File: config.mk
export PLATFORM = sky130hd
export DESIGN_NAME = encode8_3_arb
export DESIGN_NICKNAME = d
export VERILOG_FILES = /design/src/rtl/encode8_3_arb.sv
export SDC_FILE = /design/constraint.sdc
export NUM_CORES = 1
export LEC_CHECK = 0
export ABC_AREA = 0
export CORE_ASPECT_RATIO = 0.5
export CORE_UTILIZATION = 30
export CTS_BUF_LIST = sky130_fd_sc_hd__clkbuf_4 sky130_fd_sc_hd__clkbuf_8
export CTS_CLUSTER_DIAMETER = 40
export CTS_CLUSTER_SIZE = 28
export DETAILED_ROUTE_END_ITERATION = 12
export DONT_BUFFER_PORTS = 1
export PLACE_DENSITY_LB_ADDON = 0.2
export SYNTH_ARGS = -nofsm -noshare
export SYNTH_HDL_FRONTEND = slang
export SYNTH_SLANG_ARGS = --single-unit
File: constraint.sdc
create_clock -name clk -period 8.1 [get_ports clk]
set_input_delay 1.62 -clock clk [delete_from_list [all_inputs] [get_ports clk]]
set_output_delay 1.62 -clock clk [all_outputs]
set_load 0.05 [all_outputs]
File: src/rtl/encode8_3_arb.sv
// Pending-request register with an 8-to-3 encoder that offers one index at a time
// to a valid/ready consumer, using round-robin (RR=1) or lowest-index (RR=0) selection.
module encode8_3_arb #(
  parameter int RR = 1
) (
  input  logic       clk,
  input  logic       rst_n,
  input  logic [7:0] req,
  input  logic       req_load,
  input  logic       clr,
  input  logic       out_ready,
  output logic       out_valid,
  output logic [2:0] out_idx,
  output logic [7:0] pending,
  output logic [3:0] cnt,
  output logic       err,
  output logic       dbg_state
);

  // Handshake: a transfer happens on a rising edge where out_valid && out_ready;
  // out_valid/out_idx never change while out_valid is high and out_ready is low.
  typedef enum logic {IDLE = 1'b0, OFFER = 1'b1} state_t;

  state_t     state, state_next;
  logic [2:0] ptr, ptr_next;
  logic [2:0] idx_next;
  logic [2:0] sel, base, probe;
  logic       sel_found;
  logic [7:0] kept, pending_next;
  logic       hs;
  logic       err_next;

  assign out_valid = (state == OFFER);
  assign dbg_state = state;

  // A clr edge cancels any handshake so nothing is retired or pointer-advanced.
  assign hs   = out_valid && out_ready && !clr;
  assign kept = pending & ~(8'({7'b0, hs}) << out_idx);

  always_comb begin
    pending_next = kept | (req_load ? req : 8'h00);
    if (clr) pending_next = 8'h00;
  end

  // Duplicate only if the bit survives this edge; a bit retired now and re-requested is fresh.
  assign err_next = !clr && req_load && (|(req & kept));

  always_comb begin
    ptr_next = ptr;
    if (clr)     ptr_next = 3'd0;
    else if (hs) ptr_next = out_idx + 3'd1;
  end

  // Search from the updated pointer so the just-served index becomes lowest priority.
  always_comb begin
    sel       = 3'd0;
    sel_found = 1'b0;
    probe     = 3'd0;
    base      = (RR != 0) ? ptr_next : 3'd0;
    for (int i = 0; i < 8; i++) begin
      probe = base + 3'(i);
      if (!sel_found && pending_next[probe]) begin
        sel       = probe;
        sel_found = 1'b1;
      end
    end
  end

  always_comb begin
    state_next = state;
    idx_next   = out_idx;
    case (state)
      IDLE: begin
        if (pending_next != 8'h00) begin
          state_next = OFFER;
          idx_next   = sel;
        end
      end
      OFFER: begin
        if (clr) begin
          state_next = IDLE;
        end else if (hs) begin
          if (pending_next != 8'h00) idx_next = sel;
          else state_next = IDLE;
        end
      end
      default: state_next = IDLE;
    endcase
  end

  always_ff @(posedge clk or negedge rst_n) begin
    if (!rst_n) begin
      state   <= IDLE;
      out_idx <= 3'd0;
      pending <= 8'h00;
      ptr     <= 3'd0;
      err     <= 1'b0;
    end else begin
      state   <= state_next;
      out_idx <= idx_next;
      pending <= pending_next;
      ptr     <= ptr_next;
      err     <= err_next;
    end
  end

  always_comb begin
    cnt = 4'd0;
    for (int i = 0; i < 8; i++) cnt = cnt + {3'b000, pending[i]};
  end

endmodule

Yosys cells after proc, flatten, opt, wreduce, memory -nomap -nowiden
Cells that the tools add are included.
Storage, ports and cells
  output and inout bits: 18
  word-level logic and storage cells: 101
  bits in read-only memories: 0
  memory bits (writable): 0
  memories kept: 0
  register bits: 16
  bits of input ports: 13
  latch bits: 0
Operators by class
  $mul: 0
  equal/unequal tests: 2
  bitwise gates (word level): 5
  reduce and logical (&&, ||, !) cells: 22
  shift operators: 1
  magnitude comparators: 8
  div/mod/pow operators: 0
  multiplexer cells: 43
  add/sub/neg operators: 15
Operators with widths (number)
  two-way mux 3 bit: 13
  < comparator 3 x 4 -> 1 bit (second input constant): 8
  binary-select mux 1 bit (select 3 bit): 8
  two-way mux 1 bit: 18
  adder 4 x 1 -> 4 bit: 4
  bitwise AND 8 bit: 2
  two-way mux 8 bit: 2
  adder 3 bit (second input constant): 4
  logical AND 1 bit: 11
  zero test 1 bit: 8
  inverter 8 bit: 1
  bitwise OR 8 bit: 1
  nonzero test 8 bit: 1
  OR reduction 8 bit: 1
  << shifter 1 x 3 -> 8 bit: 1
  adder 3 x 1 -> 3 bit (second input constant): 2
  adder 3 x 2 -> 3 bit (second input constant): 2
  case mux 3 bit (2 select lines): 1
  adder 3 x 1 -> 4 bit: 1
  adder 2 x 1 -> 3 bit: 1
  adder 1 x 1 -> 2 bit: 1
  != test 2 x 1 -> 1 bit (second input constant): 1
  != test 2 bit (second input constant): 1
  case mux 1 bit (2 select lines): 1
  2 further kinds: 2

Longest topological paths before layout
  depth after elaboration: 35
  gate-level depth with buffers: 13
  mapped depth without buffers: 11

Worst setup path after synthesis
No wires, ideal clock.
  path type: register to output
  start point: register pending[0]
  end point: output cnt[2]
  slack: 2901 ps
  cell stages (with the launch flop): 10
  data arrival time: 3579 ps
  cells stage by stage: dfrtp_1 -> fa_1 -> inv_1 -> fa_1 -> fa_1 -> inv_1 -> ha_1 -> inv_1 -> fa_1 -> xnor2_1
Between the ends
  cells in the longest elaborated chain, start to end: 7
RTL lines
  from (decl): RTL line 14  | output logic [7:0] pending,
  from (signal assigned): RTL line 101  | pending <= pending_next;
  adder 1 x 1 -> 2 bit: RTL line 109  | for (int i = 0; i < 8; i++) cnt = cnt + {3'b000, pending[i]};
  adder 2 x 1 -> 3 bit: RTL line 109
  adder 3 x 1 -> 4 bit: RTL line 109
  adder 4 x 1 -> 4 bit (4 in a row): RTL line 109
  to (decl): RTL line 15  | output logic [3:0] cnt,
Every way passes these cells.

Final worst setup path
Ends and elaborated chain as after synthesis.

==> impl_metrics.py <==
metrics = {
    "layout": {
        "nFillCells": 756,
        "layout-drive-gt1-share_pct": 12.8,
        "finalInstanceArea_um2": 2190,
        "area_growth_pct": 4.17,
        "nNetsFinal": 267,
        "antenna_cells": 0,
    },
    "placed_design": {
        "place_area_um2": 2130,
        "place_hpwl_mm": 4.72,
        "io_buffer_count": 0,
        "place_congestion": 0.831,
    },
    "critical_path": {
        "required_ps": 6480,
        "startpoint_type": "flop",
        "path_max_fanout": 5,
        "crit_top_cell": "fa_1",
        "r2r-end": "out_idx[0]",
        "arrival_ps": 3970,
        "critPathKind": "reg -> out",
        "reg2reg_from": "out_idx[0]",
        "r2r_slack_ps": 3060,
        "endpoint_kind": "output pin",
        "worstRegToRegCells": 11,
        "slowest_stage": "xnor2_1",
        "crit_chain": "fa_1 -> inv_1 -> fa_1 -> fa_1 -> inv_1 -> ha_1 -> inv_1 -> fa_1 -> xnor2_1",
        "slowest_delay_ps": 870,
    },
    "drt": {
        "vias": 2012,
        "firstDrtPassIters": 5,
        "initialDrtViolationCount": 157,
        "drc_errors": 0,
        "vias_per_cell": 6.01,
        "wl_mm": 6.00,
        "antenna_left": 0,
        "post_drt_wl_per_cell_um": 17.9,
    },
    "floorplanning": {
        "design.core.area_um2": 6730,
        "rows": 21,
        "pin_count": 31,
        "initial_core_util_pct": 31.3,
        "chipHeight_um": 61.2,
        "dieArea_um2": 7370,
        "die_x_um": 120,
    },
    "global_route": {
        "grt_max_degree": 18,
        "grt_pass1_wl_mm": 9.80,
        "antenna_found_initial": 0,
        "grt_pass1_vias": 1975,
        "overflow": 0,
        "grt_usage_pct": 16.9,
    },
    "yosys": {
        "synth_fa_ha_area_share_pct": 7.38,
        "yosysSeqAreaShare_pct": 19.0,
        "yosys_warnings": 0,
        "synth_xor_area_share_pct": 2.08,
        "synth_cells": 251,
        "synth_compound_area_share_pct": 32.2,
        "synth_fp_nets": 274,
        "synth_seq_cells": 16,
        "synth_edf_count": 0,
        "syn_avg_cell_area_um2": 8.37,
        "yosys.area.top_type": "dfrtp_1",
        "ys_top_cells_by_count": "nor2_1 (25), a21oi_1 (20), inv_1 (19), nand2_1 (17), dfrtp_1 (16)",
        "synth_top_family_by_area": "compound AO/OA/AOI/OAI gates",
        "synth.area.mux_share_pct": 7.92,
        "yosys.area_share.simple_pct": 23.3,
        "synthDistinctLibCells": 63,
        "synth_top_area_share_pct": 19.0,
        "synth-async-reset-ratio_pct": 100,
        "synth_area_um2": 2100,
        "yosys-top-cells-area": "dfrtp_1 (19%), mux4_2 (5.4%), a21oi_1 (4.8%), nor2_1 (4.5%), fa_1 (3.8%)",
        "synth_most_common_cell": "nor2_1",
        "synthFlopType": "dfrtp_1",
    },
    "worst_hold_path": {
        "min-delay-start": "dbg_state",
        "hold_depth": 2,
        "holdCritPathClass": "reg -> reg",
        "whs_endpoint": "dbg_state",
    },
    "timing": {
        "max_freq_mhz": 179,
        "finalMaxSlewViolations": 0,
        "fin_crit_sh_pct": 69.0,
        "period_minus_slack_ps": 5590,
        "tns_ps": 0,
        "relSlewSlack_pct": 25.7,
        "hold_viol": 0,
        "finClkSkew_ps": 2.37,
        "whs_ps": 879,
        "tightest_slew_ps": 1110,
        "grt_setup_unrepaired": "no",
        "setup_violations": 0,
    },
    "clock_tree": {
        "cts_num_sinks": 16,
        "cts_tree": "done",
        "cts_hold_buf": 0,
        "cts_buffers": 3,
        "clockRootBuffer": "clkbuf_8",
        "htreeDepth": 1,
        "cts_buffer_depth": 2,
        "clk_latency_ps": 260,
        "cts_setup_buffers": 0,
        "cts.clk_slew.worst_paths_ps": 70,
        "cts_resized": 0,
    },
    "run": {
        "drv_cap": 0,
    },
    "status": {
        "status": "complete, no violations",
    },
    "pwr": {
        "powerDensity_nw_per_um2": 344,
        "ir_drop_mv": 0.0831,
        "power_leakage_nw": 0.856,
    },
}
placed cells by master, fill, tap and decap left out, drive strengths merged, types with 3 or more instances in the layout:
| cell | instances |
|---|---|
| nor2 | 25 |
| inv | 21 |
| a21oi | 20 |
| nand2 | 17 |
| dfrtp | 16 |
| nor3 | 12 |
| o21ai | 11 |
| nand3 | 8 |
| o221ai | 7 |
| and2 | 7 |
| a22oi | 6 |
| o211ai | 6 |
| ha | 6 |
| mux4 | 5 |
| o311ai | 5 |
| o31ai | 5 |
| fa | 4 |
| clkbuf | 4 |
| a221oi | 4 |
| nand2b | 3 |
| nor2b | 3 |
| xnor2 | 3 |
| nand4 | 3 |
| a31oi | 3 |
| a21boi | 3 |
| mux2i | 3 |
worst max path at each step:
| stage | cells after the start | start | slack (ps) | endpoint |
|---|---|---|---|---|
| 3_3_place_gp | 9 | pending[0] | 2830 | cnt[2] |
| 5_1_grt | 9 | pending[0] | 2360 | cnt[2] |
| 4_1_cts | 9 | pending[0] | 2480 | cnt[2] |
| 3_5_place_dp | 9 | pending[0] | 2780 | cnt[2] |
| 6_report | 9 | pending[0] | 2510 | cnt[2] |
| 2_1_floorplan | 9 | pending[0] | 2900 | cnt[2] |
critical path, delay by kind of cell, from the launching register on:
family                   cells  cell delay (ps)
adder cells (fa/ha/maj)      5             2040
XOR/XNOR                     1              870
buffers and inverters        3              170
flip-flops                   1              620
report_power, final:
group / internal (W) / switching (W)
logic: 0.000184 / 0.000312
registers: 0.0000947 / 0.0000881
clock network: 0.0000433 / 0.0000314
total: 0.000322 / 0.000431
state kept, by name, summed over array words and instances (netlist names):
| signal | count |
|---|---|
| dbg_state | 1 |
| err | 1 |
| ptr | 3 |
| pending | 8 |
| out_idx | 3 |
kinds of logic (layout without fill, tap and decap cells):
group | after synthesis | after routing
AND/OR/NAND/NOR | 90 | 90
multiplexers | 9 | 9
flip-flops | 16 | 16
XOR/XNOR | 5 | 5
buffers and inverters | 34 | 26
AO/OA/AOI/OAI | 87 | 87
adder cells (fa/ha/maj) | 10 | 10
stage by stage:
| step | total power [W] | instances | setup WS [ps] | utilization (%) |
|---|---|---|---|---|
| CTS | 0.000751 | 335 | 2480 | 32.6 |
| detailed placement | 0.000675 | 331 | 2780 | 31.7 |
| finish | 0.000753 | 335 | 2510 | 32.6 |
| global route | 0.000812 | 335 | 2360 | 32.6 |
| global placement | 0.000665 | 331 | 2830 | 31.7 |
| floorplan | 0.000590 | 251 | 2900 | - |
area by class of cell:
cell class | count | area [µm²] | area share (%)
tap | 92 | 115 | 5.26
clock buffer | 4 | 55.1 | 2.51
timing repair buffer | 1 | 7.51 | 0.343
multi-input combinational | 201 | 1530 | 70.0
inverter | 21 | 78.8 | 3.60
sequential | 16 | 400 | 18.3
metal layers:
| metal | GRT usage (%) | vias to the layer above | wire length [µm] |
|---|---|---|---|
| met5 | 0 | - | 0 |
| met4 | 3.53 | 0 | 61 |
| li1 | - | 944 | - |
| met3 | 1.57 | 7 | 237 |
| met2 | 30.3 | 59 | 2870 |
| met1 | 22.8 | 1002 | 2830 |
No activity file was read; power rests on OpenSTA's default activity.
